==> config.mk <==
export PLATFORM = sky130hd
export DESIGN_NAME = uart_ram_transmitter
export DESIGN_NICKNAME = d
export VERILOG_FILES = /design/src/rtl/uart_ram_transmitter.sv
export SDC_FILE = /design/constraint.sdc
export NUM_CORES = 1
export LEC_CHECK = 0
export ABC_AREA = 1
export BUFFER_PORTS_ARGS = -buffer_cell sky130_fd_sc_hd__buf_2
export CORE_ASPECT_RATIO = 1.5
export CORE_MARGIN = 2
export CORE_UTILIZATION = 55
export DETAILED_ROUTE_END_ITERATION = 8
export GPL_ROUTABILITY_DRIVEN = 0
export MAX_ROUTING_LAYER = met4
export PLACE_DENSITY = 0.8
export SLEW_MARGIN = 20
export SYNTH_ARGS = -nofsm -noshare
export SYNTH_HDL_FRONTEND = slang
export SYNTH_SLANG_ARGS = --single-unit
==> constraint.sdc <==
create_clock -name Clock -period 4.9 [get_ports Clock]
set_input_delay 0 -clock Clock [delete_from_list [all_inputs] [get_ports Clock]]
set_output_delay 0 -clock Clock [all_outputs]
set_load 0.005 [all_outputs]
==> src/rtl/uart_ram_transmitter.sv <==
// Streams NUM_BYTES bytes from a synchronous-read DP-RAM port out of a UART
// transmitter (8N1, LSB first), one transfer per accepted Start_I.
//
// Ports:
//   Clock            system clock; all state changes on the rising edge
//   Resetn           synchronous active-low reset
//   Start_I          transfer request, only honoured in IDLE
//   RAM_address_O    registered read address to the RAM
//   RAM_read_data_I  RAM data, valid one cycle after the address
//   UART_TX_O        registered serial line, idle high
//   Busy_O           high whenever the FSM is not in IDLE
//   Done_O           one-cycle pulse (the DONE state) after the last stop bit
module uart_ram_transmitter #(
  parameter int unsigned BAUD_DIV   = 434,
  parameter int unsigned NUM_BYTES  = 512,
  parameter int unsigned ADDR_WIDTH = 9
) (
  input  logic                  Clock,
  input  logic                  Resetn,
  input  logic                  Start_I,
  output logic [ADDR_WIDTH-1:0] RAM_address_O,
  input  logic [7:0]            RAM_read_data_I,
  output logic                  UART_TX_O,
  output logic                  Busy_O,
  output logic                  Done_O
);

  localparam int unsigned BAUD_W = (BAUD_DIV > 1) ? $clog2(BAUD_DIV) : 1;
  localparam int unsigned CNT_W  = (NUM_BYTES > 1) ? $clog2(NUM_BYTES) : 1;

  localparam logic [BAUD_W-1:0] BAUD_LAST = BAUD_W'(BAUD_DIV - 1);
  localparam logic [CNT_W-1:0]  BYTE_LAST = CNT_W'(NUM_BYTES - 1);

  localparam logic [2:0] IDLE      = 3'd0;
  localparam logic [2:0] READ_WAIT = 3'd1;
  localparam logic [2:0] LOAD      = 3'd2;
  localparam logic [2:0] START_BIT = 3'd3;
  localparam logic [2:0] DATA      = 3'd4;
  localparam logic [2:0] STOP      = 3'd5;
  localparam logic [2:0] DONE      = 3'd6;

  logic [2:0]            state_q,    state_d;
  logic [ADDR_WIDTH-1:0] addr_q,     addr_d;
  logic [CNT_W-1:0]      byte_cnt_q, byte_cnt_d;
  logic [BAUD_W-1:0]     baud_cnt_q, baud_cnt_d;
  logic [2:0]            bit_idx_q,  bit_idx_d;
  logic [7:0]            shift_q,    shift_d;
  logic                  tx_q,       tx_d;
  logic                  busy_q,     busy_d;
  logic                  done_q,     done_d;

  logic                  baud_end;
  logic [BAUD_W-1:0]     baud_next;

  // Bit-time boundary and wrapping baud count
  assign baud_end  = (baud_cnt_q == BAUD_LAST);
  assign baud_next = baud_end ? '0 : baud_cnt_q + BAUD_W'(1);

  // State register with all datapath registers
  always_ff @(posedge Clock) begin
    if (!Resetn) begin
      state_q    <= IDLE;
      addr_q     <= '0;
      byte_cnt_q <= '0;
      baud_cnt_q <= '0;
      bit_idx_q  <= '0;
      shift_q    <= '0;
      tx_q       <= 1'b1;
      busy_q     <= 1'b0;
      done_q     <= 1'b0;
    end else begin
      state_q    <= state_d;
      addr_q     <= addr_d;
      byte_cnt_q <= byte_cnt_d;
      baud_cnt_q <= baud_cnt_d;
      bit_idx_q  <= bit_idx_d;
      shift_q    <= shift_d;
      tx_q       <= tx_d;
      busy_q     <= busy_d;
      done_q     <= done_d;
    end
  end

  // Next-state and next-output logic
  always_comb begin
    state_d    = state_q;
    addr_d     = addr_q;
    byte_cnt_d = byte_cnt_q;
    baud_cnt_d = baud_cnt_q;
    bit_idx_d  = bit_idx_q;
    shift_d    = shift_q;
    tx_d       = 1'b1;
    busy_d     = 1'b0;
    done_d     = 1'b0;

    case (state_q)
      IDLE: begin
        if (Start_I) begin
          addr_d     = '0;
          byte_cnt_d = '0;
          state_d    = READ_WAIT;
        end
      end
      READ_WAIT: state_d = LOAD;
      LOAD: begin
        shift_d    = RAM_read_data_I;
        baud_cnt_d = '0;
        bit_idx_d  = '0;
        state_d    = START_BIT;
      end
      START_BIT: begin
        baud_cnt_d = baud_next;
        if (baud_end) state_d = DATA;
      end
      DATA: begin
        baud_cnt_d = baud_next;
        if (baud_end) begin
          shift_d   = {1'b0, shift_q[7:1]};
          bit_idx_d = bit_idx_q + 3'd1;
          if (bit_idx_q == 3'd7) state_d = STOP;
        end
      end
      STOP: begin
        baud_cnt_d = baud_next;
        if (baud_end) begin
          if (byte_cnt_q == BYTE_LAST) begin
            state_d = DONE;
          end else begin
            byte_cnt_d = byte_cnt_q + CNT_W'(1);
            addr_d     = addr_q + ADDR_WIDTH'(1);
            state_d    = READ_WAIT;
          end
        end
      end
      DONE:    state_d = IDLE;
      default: state_d = IDLE;
    endcase

    // Outputs are decoded from the next state so the registers line up
    // with the state they describe.
    case (state_d)
      START_BIT: tx_d = 1'b0;
      DATA:      tx_d = shift_d[0];
      default:   tx_d = 1'b1;
    endcase
    busy_d = (state_d != IDLE);
    done_d = (state_d == DONE);
  end

  assign RAM_address_O = addr_q;
  assign UART_TX_O     = tx_q;
  assign Busy_O        = busy_q;
  assign Done_O        = done_q;

endmodule

==> results by group <==
Run status
  • Result of the run: finished with violations
  • Failing checks: hold timing

Power and ir drop
  • Total power of the final layout: 0.783 mW
  • Total power divided by cell area: 316 nW/um^2
  • Static leakage: 1.05 nW
  • Highest ir drop seen on vdd: 0.251 mV

STA
  • Least-Margin Pin Slew: 0.699 ns
  • Number of hold violations in the final report: 2
  • RSZ-0062 raised after global routing: no
  • Number of endpoints failing setup at the final stage: 0
  • Max frequency: 0.459 GHz
  • Setup skew after layout: 0.00928 ns
  • Hold slack final: -0.00881 ns
  • Setup Total Neg Slack: 0 ns
  • Worst path setup slack after routing: 2.72 ns
  • Period utilisation layout: 0.444
  • Slew headroom: 0.534
  • Max Transition Viols Final: 0
  • Post-layout minimum cycle time: 2.18 ns

Worst setup path
  • Data arrival time of the worst path: 2.40 ns
  • Reg2Reg Setup Slack: 2.72 ns
  • Crit end category: flop
  • CP Class: flop to flop
  • Critical Path RT: 5.12 ns
  • CP max FO: 26
  • Critical path launch point type: flop

Clocking
  • Clk_lat worst skew: 0.30 ns
  • CTS tree: yes
  • Largest buffer count on any clock path: 2
  • Count of hold buffers inserted by post-cts repair: 4
  • Number of resized instances in the post-cts repair step: 0
  • Buffers inserted by post-CTS timing repair: 0
  • Clock root buffer: sky130_fd_sc_hd__clkbuf_8
  • Total clock buffers created by CTS: 5
  • Clock sink count: 44
  • Total number of H-tree levels: 2
  • Clock slew at reported path FFs: 0.09 ns

GRT
  • Wire length of the first global-routing pass: 8.03 mm
  • Pin count of the biggest net entering global routing: 27
  • Via count of the first global-routing pass: 1927
  • Number of antenna violations at the first check in global routing: 0
  • Grt total ovfl: 0
  • Overall track demand over capacity in global routing: 0.228

Placement
  • Post-placement setup slack: 2.77 ns
  • Half-perimeter wire length after placement: 3.36 mm
  • I/O Buffers: 22
  • Post-placement cell count: 371
  • Area after DPL: 2330 sq um

Yosys
  • Sequential fraction of the synthesis area: 0.399
  • Synth async-reset ratio: 0
  • Average footprint of a synthesized cell: 7.09 sq um
  • Mapped Area: 2210 sq um
  • Synthesized flop and latch total: 44
  • Number of distinct standard cells referenced by the synthesized netlist: 31
  • Post-synth EDFFs: 0
  • Number of warnings printed during yosys synthesis: 0
  • Prevailing post-synth register cell: sky130_fd_sc_hd__dfxtp_1
  • Post-Syn Nets: 329
  • Count of mapped cells out of synthesis: 311

Routing
  • Drt drc: 0
  • Total Wirelength: 4.82 mm
  • Mean number of vias per cell: 5.55
  • Detail-routed net length per standard cell: 12.6 um
  • Initial DRT Pass Iterations: 4
  • Violation count after the first detailed-routing iteration: 119
  • Number of routed nets with antenna violations: 0
  • Total number of vias: 2125

Cells and area
  • P&R area growth vs syn: 12.3%
  • Number of nets in the final layout: 355
  • Most common library cell in the layout ignoring fill and taps: sky130_fd_sc_hd__nand2_1
  • ANT cells: 0
  • Share of post-route cells with drive strength above 1: 0.139
  • Final Core Density: 0.637
  • Non-filler instance count after layout: 383
  • Most frequent cells in the layout: sky130_fd_sc_hd__nand2_1, sky130_fd_sc_hd__dfxtp_1, sky130_fd_sc_hd__a21oi_1
  • Post-Layout Inst Area: 2480 sq um

Die
  • Die Area: 4540 sq um
  • I/O Pins: 23
  • Die H: 81.6 um
  • Die W: 55.7 um
  • Site Rows: 28
  • Initial Utilization: 0.567
  • Area of the core region: 3890 sq um

Hold path
  • Worst hold path class: input pin to flop

Flow run
  • Max-capacitance violation count: 0
[worst paths after layout]
path,endpoint,cells past startpoint,startpoint
worst min-delay path,shift_q[2],3,RAM_read_data_I[2]
worst max-delay path,RAM_address_O[5],12,byte_cnt_q[0]
worst max register to register,RAM_address_O[5],12,byte_cnt_q[0]
worst min register to register,bit_idx_q[0],1,bit_idx_q[0]
[sequential cells by signal (all words and copies together) (netlist names)]
name and cells:
Busy_O 1, Done_O 1, RAM_address_O 9, UART_TX_O 1
baud_cnt_q 9, bit_idx_q 3, byte_cnt_q 9, shift_q 8
state_q 3
[final cells by class]
class | count | area (sq um)
Fill cell | 366 | 1410
Multi-Input combinational cell | 222 | 1140
Sequential cell | 44 | 881
Timing Repair Buffer | 26 | 150
Inverter | 38 | 143
Clock buffer | 5 | 68.8
Tap cell | 45 | 56.3
Clock inverter | 3 | 42.5
[kinds of logic after synthesis]
| family | share of synthesized area |
|---|---|
| simple gates | 0.313 |
| compound gates | 0.150 |
| buf+inv | 0.0856 |
| flops | 0.399 |
| fa+ha+maj | 0.0397 |
| xor+xnor | 0.0119 |
[metal layers]
metal,global-route usage,wire [um],up-vias
met5,-,0,-
met3,0.0441,201,12
met2,0.417,2500,51
li1,-,-,1076
met4,0.110,112,0
met1,0.233,2010,986
[power breakdown]
group | switching, mW | internal [mW]
clock | 0.124 | 0.151
combinational | 0.0785 | 0.0402
sequential | 0.0139 | 0.376
[Yosys cell counts, types with 2 or more instances]
library cell | count | share of area
sky130_fd_sc_hd__a21oi_1 | 33 | 0.075
sky130_fd_sc_hd__dfxtp_1 | 44 | 0.40
sky130_fd_sc_hd__a31oi_1 | 3 | 0.0085
sky130_fd_sc_hd__nand3b_1 | 3 | 0.010
sky130_fd_sc_hd__nor3_1 | 7 | 0.016
sky130_fd_sc_hd__inv_2 | 7 | 0.012
sky130_fd_sc_hd__buf_6 | 2 | 0.010
sky130_fd_sc_hd__nand4_1 | 5 | 0.014
sky130_fd_sc_hd__ha_1 | 7 | 0.040
sky130_fd_sc_hd__a22oi_1 | 6 | 0.020
sky130_fd_sc_hd__nand2_4 | 2 | 0.010
sky130_fd_sc_hd__xor2_1 | 2 | 0.0079
sky130_fd_sc_hd__o21ai_0 | 11 | 0.025
sky130_fd_sc_hd__nand2_1 | 74 | 0.13
sky130_fd_sc_hd__o21ai_1 | 3 | 0.0068
sky130_fd_sc_hd__clkbuf_1 | 3 | 0.0051
sky130_fd_sc_hd__nor2_4 | 4 | 0.020
sky130_fd_sc_hd__nand3_1 | 25 | 0.057
sky130_fd_sc_hd__nor2_1 | 29 | 0.049
sky130_fd_sc_hd__inv_1 | 30 | 0.051
[critical path: stages (launching register included)]
cell                      delay [ns]
sky130_fd_sc_hd__dfxtp_1        0.38
sky130_fd_sc_hd__ha_1           0.21
sky130_fd_sc_hd__nand2_1        0.08
sky130_fd_sc_hd__nor3_1         0.30
sky130_fd_sc_hd__nand2_1        0.09
sky130_fd_sc_hd__nor2_1         0.10
sky130_fd_sc_hd__ha_1           0.20
sky130_fd_sc_hd__nor2_4         0.05
sky130_fd_sc_hd__nand2_2        0.09
sky130_fd_sc_hd__nand2_4        0.17
sky130_fd_sc_hd__inv_2          0.22
sky130_fd_sc_hd__nand2_1        0.09
sky130_fd_sc_hd__a21oi_1        0.14
No activity file was read; power rests on OpenSTA's default activity.
